[config.mk]
export PLATFORM = sky130hd
export DESIGN_NAME = maxpool_layer
export DESIGN_NICKNAME = d
export VERILOG_FILES = /design/src/rtl/maxpool_layer.sv
export SDC_FILE = /design/constraint.sdc
export NUM_CORES = 1
export LEC_CHECK = 0
export CAP_MARGIN = 25
export CORE_ASPECT_RATIO = 1.75
export CORE_UTILIZATION = 50
export DETAILED_ROUTE_END_ITERATION = 8
export DONT_BUFFER_PORTS = 1
export PLACE_DENSITY = 0.75
export SLEW_MARGIN = 40
export SYNTH_ARGS = -nofsm -noshare
export SYNTH_HDL_FRONTEND = slang
export SYNTH_SLANG_ARGS = --single-unit
[constraint.sdc]
create_clock -name clk -period 3.9 [get_ports clk]
set_input_delay 0.975 -clock clk [delete_from_list [all_inputs] [get_ports clk]]
set_output_delay 0.975 -clock clk [all_outputs]
set_load 0.05 [all_outputs]
[src/rtl/maxpool_layer.sv]
// maxpool_layer: 2x2 / stride-2 max pooling over a captured square frame.
// A frame is latched on the input handshake. One window is reduced per clock,
// and the pooled frame is held on the output handshake until it is accepted.
module maxpool_layer #(
    parameter  int INPUT_SIZE  = 4,
    parameter  int PX_SIZE     = 8,
    localparam int OUTPUT_SIZE = INPUT_SIZE / 2
) (
    input  logic               clk,
    input  logic               rst_n,
    input  logic               in_valid,
    output logic               in_ready,
    input  logic [PX_SIZE-1:0] img_in  [INPUT_SIZE][INPUT_SIZE],
    output logic               out_valid,
    input  logic               out_ready,
    output logic [PX_SIZE-1:0] img_out [OUTPUT_SIZE][OUTPUT_SIZE]
);

    // The window counters need at least one bit, even when OUTPUT_SIZE is 1.
    localparam int CW = (OUTPUT_SIZE > 1) ? $clog2(OUTPUT_SIZE) : 1;
    localparam logic [CW-1:0] LAST_IDX = CW'(OUTPUT_SIZE - 1);

    typedef enum logic [1:0] {
        IDLE = 2'd0,
        POOL = 2'd1,
        DONE = 2'd2
    } state_t;

    state_t             state_q, state_d;
    logic [CW-1:0]      r_q, r_d;
    logic [CW-1:0]      c_q, c_d;
    logic [PX_SIZE-1:0] frame_q   [INPUT_SIZE][INPUT_SIZE];
    logic [PX_SIZE-1:0] frame_d   [INPUT_SIZE][INPUT_SIZE];
    logic [PX_SIZE-1:0] img_out_q [OUTPUT_SIZE][OUTPUT_SIZE];
    logic [PX_SIZE-1:0] img_out_d [OUTPUT_SIZE][OUTPUT_SIZE];
    logic [PX_SIZE-1:0] win_max   [OUTPUT_SIZE][OUTPUT_SIZE];

    // Pixels are two's complement, so a set MSB must lose to any non-negative value.
    function automatic logic [PX_SIZE-1:0] smax(input logic [PX_SIZE-1:0] a,
                                               input logic [PX_SIZE-1:0] b);
        return ($signed(a) > $signed(b)) ? a : b;
    endfunction

    // Every window max is computed from constant indices. The POOL state then
    // picks one window by counter, so there is no variable-width index arithmetic.
    // With an odd edge length, the last row and column are never referenced.
    genvar gi, gj;
    generate
        for (gi = 0; gi < OUTPUT_SIZE; gi++) begin : g_row
            for (gj = 0; gj < OUTPUT_SIZE; gj++) begin : g_col
                assign win_max[gi][gj] =
                    smax(smax(frame_q[2*gi][2*gj],   frame_q[2*gi][2*gj+1]),
                         smax(frame_q[2*gi+1][2*gj], frame_q[2*gi+1][2*gj+1]));
            end
        end
    endgenerate

    // Next-state logic: capture in IDLE, one window per cycle in POOL, hold in DONE.
    always_comb begin
        state_d   = state_q;
        r_d       = r_q;
        c_d       = c_q;
        frame_d   = frame_q;
        img_out_d = img_out_q;
        unique case (state_q)
            IDLE: begin
                if (in_valid) begin
                    frame_d = img_in;
                    r_d     = '0;
                    c_d     = '0;
                    state_d = POOL;
                end
            end
            POOL: begin
                img_out_d[r_q][c_q] = win_max[r_q][c_q];
                if (c_q == LAST_IDX) begin
                    c_d = '0;
                    if (r_q == LAST_IDX) begin
                        state_d = DONE;
                    end else begin
                        r_d = r_q + CW'(1);
                    end
                end else begin
                    c_d = c_q + CW'(1);
                end
            end
            DONE: begin
                if (out_ready) begin
                    state_d = IDLE;
                end
            end
            default: begin
                state_d = IDLE;
            end
        endcase
    end

    // State, counters, frame buffer and result registers. The reset is asynchronous,
    // so any frame in flight is dropped and the output is cleared at once.
    always_ff @(posedge clk or negedge rst_n) begin
        if (!rst_n) begin
            state_q <= IDLE;
            r_q     <= '0;
            c_q     <= '0;
            for (int i = 0; i < INPUT_SIZE; i++) begin
                for (int j = 0; j < INPUT_SIZE; j++) begin
                    frame_q[i][j] <= '0;
                end
            end
            for (int i = 0; i < OUTPUT_SIZE; i++) begin
                for (int j = 0; j < OUTPUT_SIZE; j++) begin
                    img_out_q[i][j] <= '0;
                end
            end
        end else begin
            state_q   <= state_d;
            r_q       <= r_d;
            c_q       <= c_d;
            frame_q   <= frame_d;
            img_out_q <= img_out_d;
        end
    end

    assign in_ready  = (state_q == IDLE);
    assign out_valid = (state_q == DONE);
    assign img_out   = img_out_q;

endmodule

=== Word level (Yosys, flattened, before mapping) ===
Index checks and enable logic that the tools add are counted.

* Register bits after elaboration: 164

* Add/subtract/negate cells: 2
* Magnitude comparators: 16
* Eq/ne operators: 6
* Mux-type cells: 34
* Bitwise operators: 2
* Reduce and logical (&&, ||, !) cells: 8

{| class="wikitable"
|+ Operators with widths
! cell !! count
|-
| 8-bit two-way mux || 16
|-
| 8-bit > comparator || 12
|-
| 16-bit two-way mux || 4
|-
| 32-bit bitwise mux || 1
|-
| 16-bit demux with 1-bit select || 1
|-
| 8-bit demux with 1-bit select || 1
|-
| 2-bit two-way mux || 4
|-
| 2-bit inequality test, second input constant || 3
|-
| 2-bit one-hot mux with 3 select lines || 1
|-
| 2-bit >= comparator, second input constant || 2
|-
| 2-bit by 1-bit less-than comparator with 1-bit output, second input constant || 2
|-
| 1-bit two-way mux || 4
|-
| 1-bit NOT with 2-bit output || 2
|-
| 1-bit one-hot mux with 2 select lines || 2
|-
| 2-bit AND reduction || 2
|-
| 4-bit AND reduction || 1
|-
| 3-bit AND reduction || 1
|-
| 1-bit adder, second input constant || 2
|-
| 2-bit by 1-bit equality test with 1-bit output, second input constant || 1
|-
| 2-bit equality test, second input constant || 1
|-
| 1-bit logical AND || 2
|-
| 2-bit logical NOT || 1
|-
| 2-bit by 1-bit inequality test with 1-bit output, second input constant || 1
|-
| 2-bit nonzero test || 1
|}

=== Depth between registers and ports, before layout ===
Gate-level depths: netlist of run 1.

* Depth in word-level cells: 11
* Gate-level depth with buffers: 17
* Gate-level depth less buffers: 15

=== Worst setup path after synthesis of run 1 ===
No wires, ideal clock.

* Path kind: register -> register
* Start point: register frame_q[63] in the netlist's numbering
* End point: register img_out_q, in the netlist img_out[10]
* Library setup time: 88 ps
* Arrival: 3235 ps
* Required time: 3812 ps
* Path slack: 577 ps
* Cell stages (with the launch flop): 16
* Cells stage by stage: dfrtp_1 ha_1 nand4_1 o32ai_1 a31oi_1 a21oi_4 mux2i_1 inv_1 ha_1 or4_1 a21oi_1 o21ai_1 o2bb2ai_1 or2_0 buf_6 o221ai_2

* Word-level cells in the longest chain between the ends: 11

{| class="wikitable"
|+ Ends and longest elaborated chain
! what !! RTL line !! RTL
|-
| start: declaration || 32 || <nowiki>logic [PX_SIZE-1:0] frame_q [INPUT_SIZE][INPUT_SIZE];</nowiki>
|-
| start signal: assignment || 119 || <nowiki>frame_q <= frame_d;</nowiki>
|-
| 8-bit > comparator || 41 || <nowiki>return ($signed(a) > $signed(b)) ? a : b;</nowiki>
|-
| 8-bit two-way mux (*) || 41 ||
|-
| 8-bit > comparator || 41 ||
|-
| 8-bit two-way mux (*) || 41 ||
|-
| 16-bit two-way mux (not written as such) (*) (3 in series) || 75 || <nowiki>img_out_d[r_q][c_q] = win_max[r_q][c_q];</nowiki>
|-
| 8-bit two-way mux (not written as such) (*) (3 in series) || 75 ||
|-
| 32-bit bitwise mux (*) || 75 ||
|-
| end signal: assignment || 120 || <nowiki>img_out_q <= img_out_d;</nowiki>
|-
| end: declaration || 34 || <nowiki>logic [PX_SIZE-1:0] img_out_q [OUTPUT_SIZE][OUTPUT_SIZE];</nowiki>
|}

Mark *: on every way between the ends. The rest lies on a longest branch, timed or not. The select of a mux whose other input is x is not followed.
A chain may end at the register's enable or synchronous reset.

=== Worst setup path in the final report of run 1 ===
* Start point: register frame_q[38] in the netlist's numbering
* End point: register img_out_q, in the netlist img_out[2]

Same word-level chain as after synthesis.

==> results.txt, run 1 <==
The flow ran to the end, and the final reports show no timing, DRC or antenna violations. The worst path buffer plus inverter count is 3. The clock transition at the register clock pins on the worst setup and hold paths after CTS is 0.07 ns.

The slew of the pin with the lowest slew margin came out at 0.8712 ns. Of the available clock period, the critical path in the final layout requires 0.9554. The via count of the first global-routing pass is 7,051.

The final hold violation count came to 0. Each instance of the synthesized netlist takes up on average 10.36 sq um. The post-synthesis sequential area ratio is 0.4389. The initial antenna violation count is 0. The top fanout value on the critical path is 8. The multi-input combinational cells in the finished layout cover a total of 4711 sq um. The share of layout cells above drive strength 1 is 0.1425. The number of DRC markers after the initial detailed-route iteration is 307. The utilization of the core after routing is 0.5655. Dividing the detail-routed via count by the number of cells gives 5.812. The max capacitance violation total came out at 0.

The number of enable flip-flop cells after synthesis came out at 0. In this run, synthesis produced a sequential element count of 164. The die covers 19,280 sq um.

The register-to-register setup slack came out at 0.17 ns. The endpoint required time on the critical path is 4.25 ns. 0 antenna diodes ended up in the layout. Traced cell by cell, the critical path runs through inv_1, ha_1, nand3_1, a31oi_1, mux2i_1, o21ba_1, buf_4, mux2i_2, inv_1, ha_1, a21oi_1, o22ai_1, a2111oi_2, nor2_1, or3_4, o221ai_1. The count of mapped cells out of synthesis is 903. The global route total overflow came out at 0. In the final routed layout, each cell accounts on average for 18.12 um.

The count of different cell masters after synthesis is 46. The clock insertion delay at the later pin of the skew report is 0.44 ns. The global-route total usage across every layer is 0.2246. The number of filler cells placed in the layout came out at 1,563.

Data on the critical path arrives at its endpoint at 4.07 ns. The number of buffers inserted by hold repair at cts came out at 0. STA classifies the critical path endpoint as a flip-flop. The proportion of register bits with asynchronous set or reset after synthesis is 1.000. STA classifies the critical path startpoint as a flip-flop. The highest clock frequency the design can meet is 0.2684 GHz. Clock tree synthesis selected as its root buffer the cell clkbuf_16. The number of nets at the end of the flow came out at 1,127. The first element of the critical path is frame_q[38]. For the final database, setup skew stands at 0.01062 ns. The horizontal extent of the die came out at 105.4 um. The launch point of the worst reg-to-reg path is frame_q[38]. By area the synthesized netlist is led by dfrtp_1 44%, ha_1 13%, mux2_2 7.7%, mux2i_1 7.1%, nand2_1 4.7%. The post-detailed-route DRC marker count is 0. Among all cell types in the netlist, the one instantiated most often is dfrtp_1. The remaining max-slew budget at the tightest pin came out at 0.4170.

The floorplan has 65 rows. TritonCTS built the clock tree. The setup slack after placement came out at -0.04398 ns. The initial utilization of the core area, before any placement, comes to 0.5156.

The synthesis warning total is 0. Clock tree synthesis inserted a total of 17 buffers. The buffer depth of the longest clock path came out at 2.

Wires add up to 20,770 um. The number of detailed-routing iterations run before antenna repair is 6. Port buffering added 0 buffers. Setup violations remaining at the end of the flow were counted as 0.

The tree built by TritonCTS fans out to 164 sinks. The number of pins exceeding their max-slew limit in the final report is 0. The detailed router placed 6,661 vias in this run. Sorting the synthesized cells by how often they occur yields 164 x dfrtp_1, 116 x nand2_1, 113 x inv_1. The die boundary height is 182.9 um.

The startpoint-to-endpoint class of the critical path is reg -> reg. The clock period minus worst slack came out at 3.726 ns. The depth of the CTS H-tree is 4.

The first-pass GRT wire length is 33,710 um. After legalization and detailed placement, the total HPWL measured 15,400 um. In the synthesized netlist the dominant register cell turns out to be dfrtp_1. The netlist area before placement came out at 9351 sq um. Compared with the post-synthesis result, the final layout area differs by 9.674%. The largest single stage delay on the critical path is 0.40 ns. The post-synthesis net count came out at 1,131. Once detail routing completed, the nets flagged for antenna violations numbered 0. The largest net degree at the start of global routing is 165.

The classification of the worst-slack hold path is in -> async. The routability congestion estimate from global placement is 0.8784. The top-level I/O count is 166. The storage element area is 4104 sq um. The core region area is 18,140 sq um. Setup slack closes at 0.1738 ns. Summed over all instances, the cell type with the most area after synthesis is dfrtp_1. The gate family responsible for the most delay along the worst path is compound AO/OA/AOI/OAI gates.

Setup repair after global routing left no endpoint under its margin. The cell type of the slowest stage on the worst timing path is or3_4. The top-area cell type share of the netlist area is 0.4389.
==> worst paths after layout <==
check	endpoint	cells after the start
max reg2reg	img_out[2]	16
min reg2reg	frame_q[123]	1
max	img_out[2]	16
min	frame_q[74]	0
max in group asynchronous	frame_q[37]	0
min in group clk	frame_q[123]	1
==> layer usage <==
layer / routed length (um) / track usage
met3: 801 / 0.04584
met4: 865 / 0.1256
met1: 7948 / 0.2325
met2: 11150 / 0.4166
met5: 0 / 0
==> cell families after synthesis <==
family          Yosys count  synth area share
mux                     130            0.1477
compound gates          185            0.1378
simple gates            182           0.08643
fa+ha+maj                96            0.1284
flops                   164            0.4389
buf+inv                 146           0.06074
==> cell type report <==
cell class / count / area share
Multi-Input combinational cell: 593 / 0.4593
Timing Repair Buffer: 10 / 0.01098
Clock inverter: 12 / 0.01513
Sequential cell: 164 / 0.4001
Tap cell: 234 / 0.02855
Inverter: 113 / 0.04136
Clock buffer: 20 / 0.04453
==> layout by cell type, fill, tap and decap left out, types with 7 or more instances in the layout <==
cell type,n
mux2i_1,64
a21oi_1,25
nand4_1,18
nand2_1,116
nand3_1,8
a21o_1,7
a31oi_1,9
o221ai_1,24
mux2_2,64
ha_1,96
dfrtp_1,164
nor2_1,16
inv_1,113
clkbuf_16,17
o221ai_2,8
o21ai_0,78
buf_4,7
==> metrics by stage <==
| step | hold WS (ns) | cell area (sq um) | instances | setup TNS [ns] |
|---|---|---|---|---|
| finish | 0.2328 | 10260 | 1146 | 0 |
| global route | 0.2184 | 10260 | 1146 | 0 |
| CTS | 0.2135 | 10190 | 1143 | 0 |
| detailed placement | 0.5292 | 9573 | 1111 | -0.1945 |
| global placement | 0.5174 | 9573 | 1111 | 0 |
| floorplan | 0.5068 | 9351 | 903 | 0 |
==> state kept, by name, summed over array words and instances (netlist names) <==
name,count
c_q,1
r_q,1
img_out,32
frame_q,128
state_q,2
==> timing repair <==
item,CTS,global route
endpoints found under the setup margin,8,32
resized for setup,1,7
buffers inserted,0,3
endpoints found under the hold margin,0,0
Power of run 1 is not shown: default switching activity piles up to over one toggle a cycle in this logic, so the estimate is an artifact.
==> run 2, diff against run 1 <==
--- a/config.mk
+++ b/config.mk
@@ -6,7 +6,7 @@
 export NUM_CORES = 1
 export LEC_CHECK = 0
 export CAP_MARGIN = 25
-export CORE_ASPECT_RATIO = 1.75
+export CORE_ASPECT_RATIO = 1.1
 export CORE_UTILIZATION = 50
 export DETAILED_ROUTE_END_ITERATION = 8
 export DONT_BUFFER_PORTS = 1
==> run 2 against run 1 <==
  * Setup slack improved by 0.066 ns
  * Clock-buffer cell count fell by 3
  * Critical endpoint is now img_out[10]
  * Critical path depth fell by 1
==> results.txt, run 2 (synthesis results as in run 1) <==
The depth of the CTS H-tree came out at 4. The via count of the routed design came out at 6,554. Setup violations remaining at the end of the flow were counted as 0. The first global-routing pass estimated 32,910 um of wire. The TritonCTS clock tree is done. The number of pins exceeding their max-slew limit in the final report was 0. The share of layout cells above drive strength 1 came out at 0.1533. The setup slack after placement is 0.04444 ns. The floorplan has 52 rows. The die boundary height came out at 145.4 um. The worst-case clock skew is 0.01401 ns. The depth of the most critical reg-to-reg path is 15.

In this run the clock root is driven by a clkbuf_16. The count of nets left with antenna violations after detail routing is 0. The core region area is 18,350 sq um.

The slew of the pin with the lowest slew margin came out at 0.6239 ns. The count of buffers inserted at the top-level ports is 0. After filler insertion, the fill cell instance count of the layout stands at 1,561. Dividing the final minimum period by the clock period gives 0.9384. Measured along the x axis, the die boundary spans 132.4 um.

The final worst slack came out at 0.2401 ns. The die outline area is 19,250 sq um. The startpoint identified for the worst register-to-register timing path is frame_q[62].

In the final routed layout, each cell accounts on average for 17.27 um. Across the whole layout, storage elements account for 4104 sq um. The number of nets at the end of the flow came out at 1,135. The final hold violation count came out at 0. 0 antenna diodes ended up in the layout. The run finished with clean final reports.

The total wirelength of the detailed-routed design came out at 20,090 um. The clock period minus worst slack came out at 3.660 ns. The count of clock tree sinks came out at 164. Timing would allow up to 0.2732 GHz. Entering global routing, the biggest net connects 165 pins.

The global-route total usage across every layer came out at 0.2144. The global routing met1 resource utilization came out at 0.2781. The met3 track utilization from global routing is 0.05712. The worst setup path is launched from a flip-flop. The met2 track demand over resource came out at 0.3421.

Along the worst path, the maximum fanout reaches 8. The top-level I/O count came out at 166. The via count normalized by instance count is 5.635.

The initial antenna violation count came out at 2. The critical path data arrival time is 3.99 ns. The endpoint required time on the critical path is 4.23 ns. The remaining max-slew budget at the tightest pin came out at 0.5841. The worst register-to-register path ends at img_out[10]. The number of DRC markers after the initial detailed-route iteration came out at 258. The number of flip-flops under the largest register name came out at 128. In this run the register-to-register setup slack is 0.24 ns. The number of detailed-routing iterations run before antenna repair came out at 5. The sum of net half-perimeters after detailed placement came out at 14,640 um. The initial utilization of the core area, before any placement, comes to 0.5097. In the final layout, the multi-input gates occupy 4718 sq um. The clock passes through at most 2 buffers. The routability congestion estimate from global placement is 0.8857. The via count of the first global-routing pass is 6,484. The path class of the tightest hold or removal check is in -> async.

The max capacitance violation total is 0. The area growth from synthesis to layout is 11.23%. More flip-flops sit in one register than any other, and that register is frame_q. The layer with the highest usage after global routing is met2. Summed over all layers, the global routing overflow is 0. The number of buffers added by the clock tree synthesis step came out at 17.

The post-detailed-route DRC marker count came out at 0. At the later pin of the worst-skew pair, clock insertion delay measures 0.42 ns. Leaving out fill and tap cells, the most frequent cell in the layout is dfrtp_1. The worst setup path is of the reg -> reg kind. The top cell types in the final layout, fill and taps aside, are 164 x dfrtp_1, 116 x nand2_1, 113 x inv_1. The critical path endpoint category is a flip-flop. Clock-pin slew was measured on the worst setup and hold paths at 0.07 ns.
-- run 2: worst max-delay path by stage --
stage	start	end	slack, ns	cells past startpoint
3_5_place_dp	frame_q[63]	img_out[10]	0.04	14
3_3_place_gp	frame_q[5]	img_out[0]	0.16	13
2_1_floorplan	frame_q[63]	img_out[10]	0.58	15
5_1_grt	frame_q[54]	img_out[14]	-0.006	15
6_report	frame_q[62]	img_out[10]	0.24	15
4_1_cts	frame_q[62]	img_out[10]	0.04	14
-- run 2: through the flow --
step,hold WS (ns),instance area [sq um],util,TNS [ns],instances
floorplan,0.5068,9351,-,0,903
global placement,0.5182,9577,0.5220,0,1119
detailed placement,0.5332,9582,0.5222,0,1119
CTS,0.2302,10270,0.5599,0,1151
global route,0.2267,10400,0.5669,-0.01147,1163
finish,0.2458,10400,0.5669,0,1163
-- run 2: area by class of cell --
type / count / share of cell area
repair buffers: 18 / 0.01540
clock buffers: 17 / 0.04090
inverters: 113 / 0.04078
flip-flops and latches: 164 / 0.3946
clock inverters: 15 / 0.02550
well taps: 243 / 0.02923
multi-input cells: 593 / 0.4536
-- run 2: critical path, stage by stage (launching register included) --
cell and delay [ns]:
dfrtp_1 0.40, ha_1 0.32, nand4_1 0.13, o32ai_1 0.24, a31oi_1 0.10, a21oi_4 0.26
buf_4 0.20, mux2i_1 0.36, inv_1 0.12, ha_1 0.32, nor2b_1 0.14, nor3_1 0.13
o21ai_1 0.09, o2bb2ai_1 0.16, or2_2 0.41, o221ai_2 0.20
-- run 2: per-layer routing --
metal	up-vias	part of all wire
met4	2	0.022
met5	-	0.00065
met1	3153	0.45
li1	3206	-
met3	29	0.063
met2	164	0.47
-- run 2: timing repair --
| item | in CTS | in global routing |
|---|---|---|
| setup buffers | 0 | 12 |
| hold buffers | 0 | 0 |
| gates resized for setup | 0 | 9 |
| endpoints found under the hold margin | 0 | 0 |
| endpoints found under the setup margin | 0 | 21 |
Power of run 2 is left out for the same reason.
==> run 3, diff against run 2 <==
--- a/config.mk
+++ b/config.mk
@@ -7,10 +7,11 @@
 export LEC_CHECK = 0
 export CAP_MARGIN = 25
 export CORE_ASPECT_RATIO = 1.1
-export CORE_UTILIZATION = 50
+export CORE_UTILIZATION = 45
+export CTS_BUF_LIST = sky130_fd_sc_hd__clkbuf_8
 export DETAILED_ROUTE_END_ITERATION = 8
 export DONT_BUFFER_PORTS = 1
-export PLACE_DENSITY = 0.75
+export PLACE_DENSITY = 0.7
 export SLEW_MARGIN = 40
 export SYNTH_ARGS = -nofsm -noshare
 export SYNTH_HDL_FRONTEND = slang
==> run 3 against run 2 <==
  * Hold slack got worse by 0.045 ns
  * Highest routed layer is now met4
  * Critical endpoint is now img_out[4]
  * Cell count rose by 0.60%
  * Critical path depth fell by 2
  * Critical path type unchanged
  * Utilization fell by 6.3 points
  * Largest cell class unchanged
==> results.txt, run 3 (synthesis results as in run 1) <==
The run finished with clean final reports. The sequential cells in the finished layout cover a total of 4104 sq um. The slew of the pin with the lowest slew margin is 0.5827 ns. The number of pins exceeding their max-slew limit in the final report came out at 0. The met3 track utilization from global routing came out at 0.06328.

The sum of net half-perimeters after detailed placement came out at 15,010 um. TritonCTS built the clock tree. The post-route worst hold slack came out at 0.2008 ns. During I/O placement, the number of pins put on the boundary was 166. The setup violation total in the final timing report is 0. The number of flip-flops under the largest register name is 128. The die boundary height is 153.2 um. The number of detailed-routing iterations run before antenna repair came out at 5. The worst path buffer plus inverter count came out at 1. The critical path goes through ha_1, a21o_1, a211oi_1, a21oi_1, a31oi_4, buf_4, mux2i_1, ha_1, a21o_1, a2111oi_1, nor2_1, or3_4, o221ai_1. In the layout the commonest cells are 164 x dfrtp_1, 116 x nand2_1, 114 x inv_1. The number of DRC markers after the initial detailed-route iteration is 275. Summed over all layers, the global routing overflow is 0. The initial antenna violation count came out at 3. The largest net degree at the start of global routing is 165. In this run the worst hold path is classified as in -> async. The setup slack after placement is 0.08909 ns. The first-pass GRT wire length is 33,670 um. In the final layout, the share of cells above drive strength 1 is 0.1507. The buffer depth of the longest clock path came out at 2. Data arrives at the worst endpoint at 4.04 ns. The clock insertion delay at the later pin of the skew report came out at 0.46 ns.

Leaving out fill and tap cells, the most frequent cell in the layout is dfrtp_1. The setup TNS after final layout came out at 0 ns. The top fanout value on the critical path came out at 8. The global routing met1 resource utilization came out at 0.2543.

The post-detailed-route DRC marker count came out at 0. The depth of the CTS H-tree came out at 4. After detailed routing, the average wire length per cell comes to 17.44 um.

The initial cell density of the core is 0.4660. The final hold violation count came out at 0. The number of cell rows came out at 54. The count of buffers inserted at the top-level ports is 0.

The cell sitting at the root of the clock tree is a clkbuf_8. The met2 track demand over resource is 0.3209. The area occupied by multi-input gates is 4733 sq um.

The horizontal extent of the die came out at 139.4 um. Counting I/O delays and the setup requirement, the final critical path takes 3.684 ns. The area growth from synthesis to layout is 8.135%.

The detail route stage leaves a number of antenna-violating nets equal to 0. The worst setup path is launched from a flip-flop. In this design, the stage delay of the slowest critical-path cell is 0.42 ns. The die outline area came out at 21,360 sq um.

The critical path is of the reg -> reg type. The share of the clock period used by the worst path after layout is 0.9445. The worst setup path is captured at a flip-flop. In the post-route analysis, the smallest setup slack over all paths is 0.2165 ns. The max capacitance violation total came out at 0.

The total wirelength of the detailed-routed design is 20,410 um. The global-route total usage across every layer is 0.1989. The routability congestion estimate from global placement is 0.8724. The clock arrives with 0.01589 ns of skew. The largest individual stage delay along the critical path comes from the cell dfrtp_1. The number of nets at the end of the flow came out at 1,131. The number of buffers added by the clock tree synthesis step came out at 17. The via count normalized by instance count came out at 5.555. The remaining max-slew budget at the tightest pin is 0.6111. The core region area is 20,070 sq um. The highest clock frequency the design can meet came out at 0.2715 GHz. The via count of the routed design is 6,499. The filler cells instantiated in the layout total 1,819. On the critical path the largest part of the delay comes from compound AO/OA/AOI/OAI gates. The via count of the first global-routing pass came out at 6,657. The endpoint required time on the critical path is 4.26 ns.

After clock tree synthesis, the clock-pin slew on the worst setup and hold paths is 0.09 ns. The count of clock tree sinks is 164. The global routing stage identified its most utilized layer as met2.

The register ranked first by flip-flop count is frame_q.
run 3: changes by cell type in the layout (fill, tap and decap cells not counted), sizes merged:
cell      delta
inv          -2
diode        +2
clkinv       +4
clkbuf       +1
clkinvlp     +1
bufinv       -4
buf          -4
run 3: routing by layer:
metal  wire (um)  share of wire
met4         284          0.014
met3        1400          0.069
met1        9262           0.45
met2        9457           0.46
met5           0              0
run 3: what timing repair did:
| item | 4_1_cts | 5_1_grt |
|---|---|---|
| endpoints found under the setup margin | 0 | 32 |
| setup buffers | 0 | 7 |
| gates resized for setup | 0 | 12 |
| hold buffers | 0 | 0 |
run 3: worst paths after layout:
kind / startpoint / endpoint / slack (ns) / cells after the start
min in group clk: frame_q[46] / frame_q[46] / 0.55 / 1
min: rst_n / frame_q[34] / 0.20 / 0
max in group asynchronous: rst_n / frame_q[118] / 3.44 / 0
max: frame_q[13] / img_out[4] / 0.22 / 13
min reg2reg: frame_q[46] / frame_q[46] / 0.55 / 1
max reg2reg: frame_q[13] / img_out[4] / 0.22 / 13
run 3: area by class of cell:
| class | count | share of cell area |
|---|---|---|
| Multi-Input combinational cell | 593 | 0.4681 |
| Sequential cell | 164 | 0.4058 |
| Inverter | 113 | 0.04195 |
| Tap cell | 252 | 0.03118 |
| Clock buffer | 18 | 0.02450 |
| Clock inverter | 14 | 0.01510 |
| Timing Repair Buffer | 14 | 0.01287 |
| Antenna cell | 2 | 0.0004949 |
run 3: metrics by stage:
stage | area, sq um | utilization | cells
floorplan | 9351 | - | 903
finish | 10110 | 0.5039 | 1170
global route | 10110 | 0.5037 | 1168
CTS | 10010 | 0.4990 | 1161
global placement | 9608 | 0.4788 | 1129
detailed placement | 9613 | 0.4791 | 1129
Power of run 3 is left out for the same reason.
